[src/rtl/rf_wport_sched.sv]
// Write-port scheduler for the integer register file: zero-fills x1..xN after reset,
// then round-robins the single write port between writeback and the LSU.
module rf_wport_sched #(
    parameter bit                    RV32E       = 1'b0,
    parameter int unsigned           DataWidth   = 32,
    parameter logic [DataWidth-1:0]  WordZeroVal = '0,
    parameter bit                    InitOnReset = 1'b1
) (
    input  logic                 clk_i,
    input  logic                 rst_i,
    input  logic                 wb_valid_i,
    input  logic [4:0]           wb_addr_i,
    input  logic [DataWidth-1:0] wb_data_i,
    output logic                 wb_ready_o,
    input  logic                 lsu_valid_i,
    input  logic [4:0]           lsu_addr_i,
    input  logic [DataWidth-1:0] lsu_data_i,
    output logic                 lsu_ready_o,
    output logic [4:0]           waddr_a_o,
    output logic [DataWidth-1:0] wdata_a_o,
    output logic                 we_a_o,
    output logic                 init_done_o,
    output logic                 illegal_addr_o
);

    localparam int unsigned NumRegs  = RV32E ? 16 : 32;
    localparam logic [4:0]  LastReg  = 5'(NumRegs - 1);
    localparam logic [0:0]  ST_INIT  = 1'b0;
    localparam logic [0:0]  ST_RUN   = 1'b1;
    localparam logic [0:0]  ST_RESET = InitOnReset ? ST_INIT : ST_RUN;

    typedef struct packed {
        logic [4:0]           addr;
        logic [DataWidth-1:0] data;
    } wreq_t;

    logic [0:0] state;
    logic [4:0] cnt;
    logic       prio_lsu;
    logic       run;
    logic       grant_wb;
    logic       grant_lsu;
    logic       accept;
    logic       sel_illegal;
    wreq_t      sel;

    // Ready is masked by reset so a request in the reset cycle is never accepted.
    assign run         = (state == ST_RUN) && !rst_i;
    assign grant_wb    = wb_valid_i  && (!lsu_valid_i || !prio_lsu);
    assign grant_lsu   = lsu_valid_i && (!wb_valid_i  ||  prio_lsu);
    assign wb_ready_o  = run && grant_wb;
    assign lsu_ready_o = run && grant_lsu;
    assign accept      = wb_ready_o || lsu_ready_o;
    assign init_done_o = (state == ST_RUN);

    assign sel         = grant_wb ? wreq_t'{wb_addr_i, wb_data_i} : wreq_t'{lsu_addr_i, lsu_data_i};
    assign sel_illegal = RV32E && sel.addr[4];

    always_ff @(posedge clk_i) begin
        if (rst_i) begin
            state          <= ST_RESET;
            cnt            <= 5'd1;
            prio_lsu       <= 1'b0;
            waddr_a_o      <= '0;
            wdata_a_o      <= '0;
            we_a_o         <= 1'b0;
            illegal_addr_o <= 1'b0;
        end else if (state == ST_INIT) begin
            waddr_a_o      <= cnt;
            wdata_a_o      <= WordZeroVal;
            we_a_o         <= 1'b1;
            illegal_addr_o <= 1'b0;
            cnt            <= cnt + 5'd1;
            if (cnt == LastReg) state <= ST_RUN;
        end else if (accept) begin
            // x0 and out-of-range RV32E targets consume the slot but never write.
            waddr_a_o      <= sel.addr;
            wdata_a_o      <= sel.data;
            we_a_o         <= (sel.addr != 5'd0) && !sel_illegal;
            illegal_addr_o <= sel_illegal;
            prio_lsu       <= grant_wb;
        end else begin
            we_a_o         <= 1'b0;
            illegal_addr_o <= 1'b0;
        end
    end

endmodule

[config.mk]
export PLATFORM = sky130hd
export DESIGN_NAME = rf_wport_sched
export DESIGN_NICKNAME = d
export VERILOG_FILES = /design/src/rtl/rf_wport_sched.sv
export SDC_FILE = /design/constraint.sdc
export NUM_CORES = 1
export LEC_CHECK = 0
export CORE_MARGIN = 2
export CORE_UTILIZATION = 37
export CTS_BUF_LIST = sky130_fd_sc_hd__clkbuf_2 sky130_fd_sc_hd__clkbuf_4 sky130_fd_sc_hd__clkbuf_8
export DETAILED_ROUTE_END_ITERATION = 7
export GPL_TIMING_DRIVEN = 0
export PLACE_DENSITY = 0.75
export SYNTH_ARGS = -nofsm -noshare
export SYNTH_HDL_FRONTEND = slang
export SYNTH_SLANG_ARGS = --single-unit
export TNS_END_PERCENT = 10
[constraint.sdc]
create_clock -name clk_i -period 1.2 [get_ports clk_i]
set_input_delay 0.24 -clock clk_i [delete_from_list [all_inputs] [get_ports clk_i]]
set_output_delay 0.24 -clock clk_i [all_outputs]
set_load 0.005 [all_outputs]
==> flow_metrics.tcl, run 1 <==
set metrics [dict create \
    outcome "finished with violations" \
    violated_checks "negative setup slack" \
    place_congestion 0.774 \
    cts_sinks 45 \
    first_global_vias 2125 \
    globalRoute.totalOverflow 0 \
    area.growth.synth_to_final_pct 68.4 \
    insertion_delay_ns 0.29 \
    drtPass1Iterations 4 \
    final_hold_viol_count 0 \
    ys.warnings.count 0 \
    routed-via-count 2077 \
    place.detailed.hpwl_mm 4.36 \
    timing.final.crit_period_ns 1.43 \
    filler_cell_count 522 \
    total_drc_errors_in_the_routed_layout 0 \
    num_rows 28 \
    total_count_of_max_transition_violations_in_the_final_report 0 \
    holdPathEnd "prio_lsu" \
    design.final.nets 431 \
    critical_path.cell_chain "nor2b_4 -> buf_6 -> buf_6 -> nor2b_4 -> buf_8 -> clkbuf_16 -> o21ai_2 -> a21oi_2" \
    rsz0062_at_grt "true" \
    vdd_ir_drop_max_mv 0.554 \
    layout_commonest_cell "sky130_fd_sc_hd__clkdlybuf4s50_1" \
    gate_count_post_synth 214 \
    clock_skew_ns 0.00322 \
    fp.coreArea_mm2 0.00599 \
    cts_tree "built" \
    syn_nets 294 \
    drive_above_1_share 0.384 \
    grt_util_all_layers 0.171 \
    antenna_violating_nets_remaining 0 \
    die-area_mm2 0.00694 \
    dieWidth_um 83.3 \
    timing.reg2reg.worst_path_depth 8 \
    grt_first_pass_wirelength_mm 9.80 \
    floorplan.initialDensity 0.388 \
    cts_max_level 2 \
    ctsHoldBuffers 0 \
    clock_root_cell "sky130_fd_sc_hd__clkbuf_8" \
    criticalPathCategory "reg2reg" \
    final.period_utilization 1.19 \
    post_synth_num_cell_types 31 \
    overall_die_height_um 83.3 \
    antennaDiodeCount 0 \
    post_detailed_route_wirelength_per_cell_um 14.1 \
    sequential_area_share_after_synthesis 0.387 \
    timing.critical_path.arrival_ns 1.65 \
    vias_per_cell 4.86 \
    whs_path_depth 2 \
    min-delay-start "rst_i" \
    cp-end-kind "flip-flop" \
    worst_setup_path_start_kind "flip-flop" \
    ys_ff_latch 45 \
    reg2reg_setup_slack_ns -0.23 \
    timing.final.setup_violations 41 \
    total_wirelength_of_the_detailed_routed_design_mm 6.03 \
    powerDensity_mw_per_mm2 772 \
    netlist_area_mm2 0.00233 \
    ctsLongestPathBuffers 2 \
    max_clock_freq_ghz 0.700 \
    layout_setup_ws_ns -0.228 \
    port-buffer-count 118 \
    number_of_cts_inserted_buffers 5 \
    design.portCount 120 \
    max_cap_viol_count 0 \
    timing.critical_path.slowest_cell_delay_ns 0.34 \
    regToRegStartpoint "init_done_o" \
    worstPathRequired_ns 1.42 \
    static-leakage-power_uw 0.00167 \
    clkSlewWorstSetupHoldPaths_ns 0.08 \
    finalCoreUtilization 0.654 \
    initialDrtViolationCount 38 \
    initial_antenna_violation_count 0 \
    path_max_fanout 7 \
    synth.avg_cell_area_um2 10.9 \
    layout_common_cells "74 x sky130_fd_sc_hd__clkdlybuf4s50_1, 40 x sky130_fd_sc_hd__dlygate4sd2_1, 38 x sky130_fd_sc_hd__mux2i_1" \
    dpl_worst_slack_ns -1.11 \
    r2r-end "wdata_a_o[19]" \
    maximum_number_of_pins_on_one_net_before_global_route_repair 13 \
    crit_path_top_delay_cell "sky130_fd_sc_hd__dfxtp_2" \
    worst_hold_path_type "in2reg" \
]
[cells in the mapped netlist]
| library cell | number | share of area |
|---|---|---|
| sky130_fd_sc_hd__o22ai_1 | 5 | 0.013 |
| sky130_fd_sc_hd__clkbuf_1 | 2 | 0.0032 |
| sky130_fd_sc_hd__o31ai_1 | 1 | 0.0032 |
| sky130_fd_sc_hd__buf_2 | 2 | 0.0043 |
| sky130_fd_sc_hd__and3_1 | 2 | 0.0054 |
| sky130_fd_sc_hd__clkbuf_4 | 3 | 0.0097 |
| sky130_fd_sc_hd__buf_12 | 4 | 0.034 |
| sky130_fd_sc_hd__a21oi_1 | 6 | 0.013 |
| sky130_fd_sc_hd__a21oi_2 | 28 | 0.11 |
| sky130_fd_sc_hd__and2_1 | 1 | 0.0027 |
| sky130_fd_sc_hd__nand3_1 | 1 | 0.0021 |
| sky130_fd_sc_hd__nand2b_1 | 1 | 0.0027 |
| sky130_fd_sc_hd__nor3_1 | 1 | 0.0021 |
| sky130_fd_sc_hd__or4_1 | 1 | 0.0032 |
| sky130_fd_sc_hd__a31oi_1 | 6 | 0.016 |
| sky130_fd_sc_hd__buf_4 | 5 | 0.016 |
| sky130_fd_sc_hd__o21bai_1 | 1 | 0.0032 |
| sky130_fd_sc_hd__nor2b_4 | 2 | 0.012 |
| sky130_fd_sc_hd__a311oi_1 | 1 | 0.0038 |
| sky130_fd_sc_hd__nor2_1 | 8 | 0.013 |
| sky130_fd_sc_hd__o21ai_1 | 4 | 0.0086 |
| sky130_fd_sc_hd__nor2b_1 | 7 | 0.019 |
| sky130_fd_sc_hd__mux2i_1 | 39 | 0.17 |
| sky130_fd_sc_hd__o21ai_2 | 29 | 0.11 |
| sky130_fd_sc_hd__a21boi_2 | 1 | 0.0048 |
| sky130_fd_sc_hd__ha_1 | 2 | 0.011 |
| sky130_fd_sc_hd__conb_1 | 1 | 0.0016 |
| sky130_fd_sc_hd__xor2_1 | 1 | 0.0038 |
| sky130_fd_sc_hd__dfxtp_1 | 45 | 0.39 |
| sky130_fd_sc_hd__buf_6 | 3 | 0.015 |
| sky130_fd_sc_hd__xnor2_1 | 1 | 0.0038 |
[final cells by class]
class / instances / area (um2) / share of cell area
Sequential cell: 45 / 935 / 0.239
Multi-Input combinational cell: 150 / 1300 / 0.333
Buffer: 16 / 201 / 0.0514
Tap cell: 75 / 93.8 / 0.0240
Timing Repair Buffer: 133 / 1290 / 0.330
Clock buffer: 8 / 91.3 / 0.0233
[cell families after synthesis]
logic type | synth area share
buffers and inverters | 0.0823
adders and majority gates | 0.0108
other | 0.00161
muxes | 0.168
DFF | 0.387
xor gates and xnor gates | 0.00753
AOI/OAI and AO/OA | 0.281
and+or+nand+nor | 0.0619
[worst max-delay path by stage]
stage | from | to | depth (start not counted)
2_1_floorplan | init_done_o | wdata_a_o[10] | 8
3_3_place_gp | wb_valid_i | wb_ready_o | 5
3_5_place_dp | wb_valid_i | wb_ready_o | 5
4_1_cts | init_done_o | wb_ready_o | 6
5_1_grt | init_done_o | wdata_a_o[26] | 8
6_report | init_done_o | wdata_a_o[19] | 8
[repair_timing]
action,4_1_cts,5_1_grt
setup endpoints to repair,82,45
endpoints found under the hold margin,0,0
resized for setup,94,18
pin swaps,5,0
cloned,0,2
setup buffers,8,5
[per-stage QoR]
| stage | area, um2 | power [uW] | setup TNS (ns) | hold slack, ns | cells |
|---|---|---|---|---|---|
| after floorplan | 2330 | 1760 | -4.44 | 0.312 | 214 |
| after global placement | 3610 | 2070 | -27.16 | 0.501 | 407 |
| after detailed placement | 3610 | 2070 | -27.32 | 0.508 | 407 |
| after CTS | 3800 | 3040 | -13.17 | 0.407 | 422 |
| after global routing | 3920 | 3170 | -10.35 | 0.427 | 427 |
| final | 3920 | 3020 | -7.45 | 0.399 | 427 |
[worst max-delay path, delay by kind of cell (launching register included)]
| family | cells | cell delay [ns] |
|---|---|---|
| buf+inv | 4 | 0.52 |
| simple gates | 2 | 0.35 |
| flops | 1 | 0.34 |
| compound gates | 2 | 0.14 |
[routing by layer]
layer	global-route usage	up-vias	share of wire
li1	-	1055	-
met1	0.203	940	0.43
met2	0.298	75	0.48
met3	0.0557	7	0.076
met4	0.0402	0	0.0088
met5	0	-	0
[flip-flops by register name, summed over array words and instances (netlist names)]
signal,flops
we_a_o,1
init_done_o,1
cnt,5
wdata_a_o,32
prio_lsu,1
waddr_a_o,5
[report_power, final]
group,internal (uW),switching [uW]
combinational,348,174
sequential,1520,21.5
clock,482,480
total,2350,675
Note: power is estimated with default switching activity, not from simulation.
==> inputs of run 2 (changes only) <==
Settings changed: PLACE_DENSITY 0.75 to 0.79.
==> flow_metrics.tcl, run 2 (synthesis gave the netlist of run 1 again) <==
set metrics [dict create \
    outcome "finished with violations" \
    violated_checks "negative setup slack" \
    final_hold_viol_count 0 \
    fp.coreArea_mm2 0.00599 \
    drtPass1Iterations 4 \
    largestRegisters "wdata_a_o (32), cnt (5), waddr_a_o (5)" \
    layout_setup_ws_ns -0.260 \
    floorplan.initialDensity 0.388 \
    design.portCount 120 \
    max_clock_freq_ghz 0.685 \
    place.detailed.hpwl_mm 4.33 \
    dieWidth_um 83.3 \
    final.period_utilization 1.22 \
    post_detailed_route_wirelength_per_cell_um 14.2 \
    die-area_mm2 0.00694 \
    holdPathEnd "prio_lsu" \
    timing.reg2reg.worst_path_depth 5 \
    critical_path.cell_chain "a21boi_4 -> buf_6 -> and2_4 -> buf_6" \
    timing.final.setup_violations 41 \
    routed-wl-met3_um 454 \
    r2r-end "wdata_a_o[22]" \
    area.growth.synth_to_final_pct 62.9 \
    clkSlewWorstSetupHoldPaths_ns 0.08 \
    max_cap_viol_count 0 \
    port-buffer-count 118 \
    min-delay-start "rst_i" \
    top_register "wdata_a_o" \
    vias_per_cell 4.84 \
    cts_sinks 45 \
    cp-end-kind "output pin" \
    static-leakage-power_uw 0.00162 \
    clock_root_cell "sky130_fd_sc_hd__clkbuf_8" \
    ctsLongestPathBuffers 2 \
    powerDensity_mw_per_mm2 784 \
    criticalPathCategory "reg2out" \
    total_wirelength_of_the_detailed_routed_design_mm 5.95 \
    worst_hold_path_type "in2reg" \
    grt_util_all_layers 0.175 \
    worst_setup_path_start_kind "flip-flop" \
    place_congestion 0.824 \
    setup_tns_ns -5.39 \
    overall_die_height_um 83.3 \
    layout_common_cells "74 x sky130_fd_sc_hd__clkdlybuf4s50_1, 41 x sky130_fd_sc_hd__dlygate4sd2_1, 38 x sky130_fd_sc_hd__mux2i_1" \
    whs_path_depth 2 \
    clock_skew_ns 0.00454 \
    routed-via-count 2034 \
    design.final.nets 424 \
    worstPathRequired_ns 0.96 \
    routed-wl-met2_mm 2.88 \
    initialDrtViolationCount 36 \
    num_rows 28 \
    antenna_violating_nets_remaining 0 \
    reg2reg_setup_slack_ns -0.21 \
    timing.critical_path.arrival_ns 1.22 \
    rsz0062_at_grt "true" \
    antennaDiodeCount 0 \
    wl_met1_mm 2.55 \
    number_of_cts_inserted_buffers 5 \
    insertion_delay_ns 0.29 \
    crit_path_top_delay_cell "sky130_fd_sc_hd__dfxtp_2" \
    largest_register_ffs 32 \
    first_global_vias 2055 \
    timing.final.crit_period_ns 1.46 \
    regToRegStartpoint "prio_lsu" \
    cts_tree "built" \
    drive_above_1_share 0.357 \
    maximum_number_of_pins_on_one_net_before_global_route_repair 14 \
    cts_max_level 2 \
    layout_commonest_cell "sky130_fd_sc_hd__clkdlybuf4s50_1" \
    grt_first_pass_wirelength_mm 9.96 \
    initial_antenna_violation_count 0 \
    path_max_fanout 10 \
    routed.top_layer "met4" \
    globalRoute.totalOverflow 0 \
    dpl_worst_slack_ns -1.13 \
    vdd_ir_drop_max_mv 0.521 \
    cpMostUsedCell "sky130_fd_sc_hd__buf_6" \
    timing.critical_path.slowest_cell_delay_ns 0.35 \
    total_drc_errors_in_the_routed_layout 0 \
    total_count_of_max_transition_violations_in_the_final_report 0 \
]
==> run 2: final cells by class <==
type                       count  area [um2]
fill                         540        2200
multi-input combinational    150        1260
timing repair buffer         126        1220
sequential                    45         933
buffer                        16         190
tap                           75        93.8
clock buffer                   6        76.3
clock inverter                 2        10.0
==> run 2: per-stage QoR <==
| stage | instance area [um2] | hold WS, ns | power, uW | utilization | cells |
|---|---|---|---|---|---|
| 2_1_floorplan | 2330 | 0.312 | 1760 | - | 214 |
| 3_3_place_gp | 3610 | 0.500 | 2070 | 0.602 | 407 |
| 3_5_place_dp | 3610 | 0.509 | 2070 | 0.602 | 407 |
| 4_1_cts | 3750 | 0.379 | 3010 | 0.626 | 419 |
| 5_1_grt | 3790 | 0.381 | 3120 | 0.632 | 420 |
| 6_report | 3790 | 0.380 | 2970 | 0.632 | 420 |
==> run 2: critical path: cells and delay by family, from the launching register on <==
| family | cells | cell delay, ns |
|---|---|---|
| compound gates | 1 | 0.15 |
| flops | 1 | 0.35 |
| buf+inv | 2 | 0.26 |
| simple gates | 1 | 0.15 |
==> run 2: timing repair <==
action | in CTS | in global routing
setup buffers | 5 | 2
hold buffers | 0 | 0
gates cloned | 0 | 1
endpoints found under the setup margin | 81 | 45
pin swaps | 1 | 1
gates resized for setup | 86 | 7
==> run 2: metal layers <==
layer	vias to the layer above	global-route usage
met5	-	0
met4	0	0.0537
met3	7	0.0567
met2	75	0.294
met1	919	0.211
li1	1033	-
==> run 2: power by group <==
| group | internal (uW) | switching (uW) | total (uW) |
|---|---|---|---|
| sequential | 1520 | 21.2 | 1540 |
| combinational | 340 | 170 | 510 |
| clock | 427 | 493 | 920 |
==> run 2: worst max path at each step <==
stage                            from             to  slack [ns]
after floorplan           init_done_o  wdata_a_o[10]       -0.14
after global placement     wb_valid_i     wb_ready_o       -1.14
after detailed placement   wb_valid_i     wb_ready_o       -1.13
after CTS                 init_done_o     wb_ready_o       -0.38
after global routing      init_done_o     wb_ready_o       -0.32
final                        prio_lsu     wb_ready_o       -0.26
==> inputs of run 3 (changes only) <==
Settings changed: PLACE_DENSITY 0.79 to not set, PLACE_DENSITY_LB_ADDON set to 0.2.
==> flow_metrics.tcl, run 3 (synthesis gave the netlist of run 1 again) <==
set metrics [dict create \
    total_wirelength_of_the_detailed_routed_design_mm 5.84 \
    layout_commonest_cell "sky130_fd_sc_hd__clkdlybuf4s50_1" \
    max_cap_viol_count 0 \
    cts_tree "built" \
    timing.critical_path.arrival_ns 1.80 \
    report.power.total_uw 3060 \
    globalRoute.totalOverflow 0 \
    largest_register_ffs 32 \
    outcome "finished with violations" \
    vias_per_cell 4.86 \
    criticalPathCategory "reg2reg" \
    clkSlewWorstSetupHoldPaths_ns 0.08 \
    ctsHoldBuffers 0 \
    timing.final.setup_violations 40 \
    net-switching-power_uw 687 \
    cts_max_level 2 \
    total_drc_errors_in_the_routed_layout 0 \
    cp-end-kind "flip-flop" \
    timing.final.crit_period_ns 1.62 \
    die-area_mm2 0.00694 \
    routed-via-count 2052 \
    max_clock_freq_ghz 0.618 \
    power.switching_fraction 0.224 \
    drive_above_1_share 0.375 \
    grt_first_pass_wirelength_mm 9.75 \
    violated_checks "negative setup slack" \
    power_report.internal_total_uw 2370 \
    design.final.nets 426 \
    first_global_vias 2088 \
    fp.coreArea_mm2 0.00599 \
    rsz0062_at_grt "true" \
    number_of_cts_inserted_buffers 5 \
    design.portCount 120 \
    layout_common_cells "74 x sky130_fd_sc_hd__clkdlybuf4s50_1, 41 x sky130_fd_sc_hd__dlygate4sd2_1, 39 x sky130_fd_sc_hd__mux2i_1" \
    ctsLongestPathBuffers 2 \
    post_detailed_route_wirelength_per_cell_um 13.8 \
    stdcell_count 422 \
    port-buffer-count 118 \
    floorplan.initialDensity 0.388 \
    worst_setup_path_start_kind "flip-flop" \
    place_congestion 0.712 \
    worstPathRequired_ns 1.38 \
    dpl.cell_count 407 \
    path_max_fanout 10 \
    final_cell_area_mm2 0.00386 \
    power.share.combinational 0.165 \
    clock_root_cell "sky130_fd_sc_hd__clkbuf_8" \
    vdd_ir_drop_max_mv 0.496 \
    antenna_violating_nets_remaining 0 \
    initial_antenna_violation_count 0 \
    insertion_delay_ns 0.29 \
    layout_setup_ws_ns -0.419 \
    grt_util_all_layers 0.171 \
    area.growth.synth_to_final_pct 65.9 \
    antennaDiodeCount 0 \
    largestRegisters "wdata_a_o (32), cnt (5), waddr_a_o (5)" \
    final.period_utilization 1.35 \
    drtPass1Iterations 4 \
    power.share.sequential 0.503 \
    maximum_number_of_pins_on_one_net_before_global_route_repair 14 \
    top_register "wdata_a_o" \
    num_rows 28 \
    place.detailed.hpwl_mm 4.35 \
    clock_skew_ns 0.00364 \
    initialDrtViolationCount 23 \
    powerDensity_mw_per_mm2 793 \
    hold-worst-slack_ns 0.371 \
    placedInstanceArea_mm2 0.00361 \
    final_hold_viol_count 0 \
    cts_sinks 45 \
    worst_hold_path_type "in2reg" \
    overall_die_height_um 83.3 \
    total_count_of_max_transition_violations_in_the_final_report 0 \
    static-leakage-power_uw 0.00163 \
    dieWidth_um 83.3 \
    power.share.clock 0.332 \
]
run 3: stage by stage:
step / TNS (ns) / setup WS, ns / util
after detailed placement: -28.01 / -1.13 / 0.602
after floorplan: -4.44 / -0.139 / -
after global routing: -16.97 / -0.469 / 0.644
after global placement: -27.28 / -1.12 / 0.602
final: -14.56 / -0.419 / 0.644
after CTS: -14.50 / -0.404 / 0.638
run 3: final cells by class:
class | count | area (um2)
plain buffers | 18 | 206
clock buffers | 7 | 96.3
clock inverters | 1 | 5.00
fillers | 532 | 2130
multi-input cells | 150 | 1310
flip-flops and latches | 45 | 938
well taps | 75 | 93.8
repair buffers | 126 | 1210
run 3: worst paths after layout:
kind	from	endpoint	slack, ns	depth (start not counted)
max	init_done_o	wdata_a_o[24]	-0.42	10
min reg2reg	prio_lsu	prio_lsu	0.50	1
min	rst_i	prio_lsu	0.37	2
max reg2reg	init_done_o	wdata_a_o[24]	-0.42	10
run 3: critical path, stage by stage (launching register included):
cell	delay [ns]
sky130_fd_sc_hd__dfxtp_2	0.33
sky130_fd_sc_hd__buf_6	0.11
sky130_fd_sc_hd__nor2b_4	0.11
sky130_fd_sc_hd__buf_6	0.13
sky130_fd_sc_hd__buf_6	0.11
sky130_fd_sc_hd__buf_6	0.12
sky130_fd_sc_hd__nor2b_4	0.12
sky130_fd_sc_hd__buf_12	0.15
sky130_fd_sc_hd__buf_12	0.15
sky130_fd_sc_hd__o21ai_4	0.13
sky130_fd_sc_hd__a21oi_2	0.04
run 3: power groups by stage:
| stage | clock network (uW) | logic (uW) | registers, uW |
|---|---|---|---|
| detailed placement | 0 | 506 | 1570 |
| global placement | 0 | 497 | 1570 |
| floorplan | 0 | 190 | 1570 |
| finish | 1020 | 506 | 1540 |
| CTS | 1060 | 509 | 1540 |
| global route | 1120 | 551 | 1540 |
run 3: routing by layer:
metal	track usage	routed length [um]	share of wire
met5	0	0	0
met2	0.281	2760	0.47
met4	0.0492	78	0.013
met1	0.203	2460	0.42
met3	0.0716	539	0.092
run 3: timing repair:
action / in CTS / in global routing
pin swaps: 1 / 0
setup buffers: 8 / 1
cloned: 0 / 0
gates resized for setup: 94 / 9
setup endpoints to repair: 81 / 44
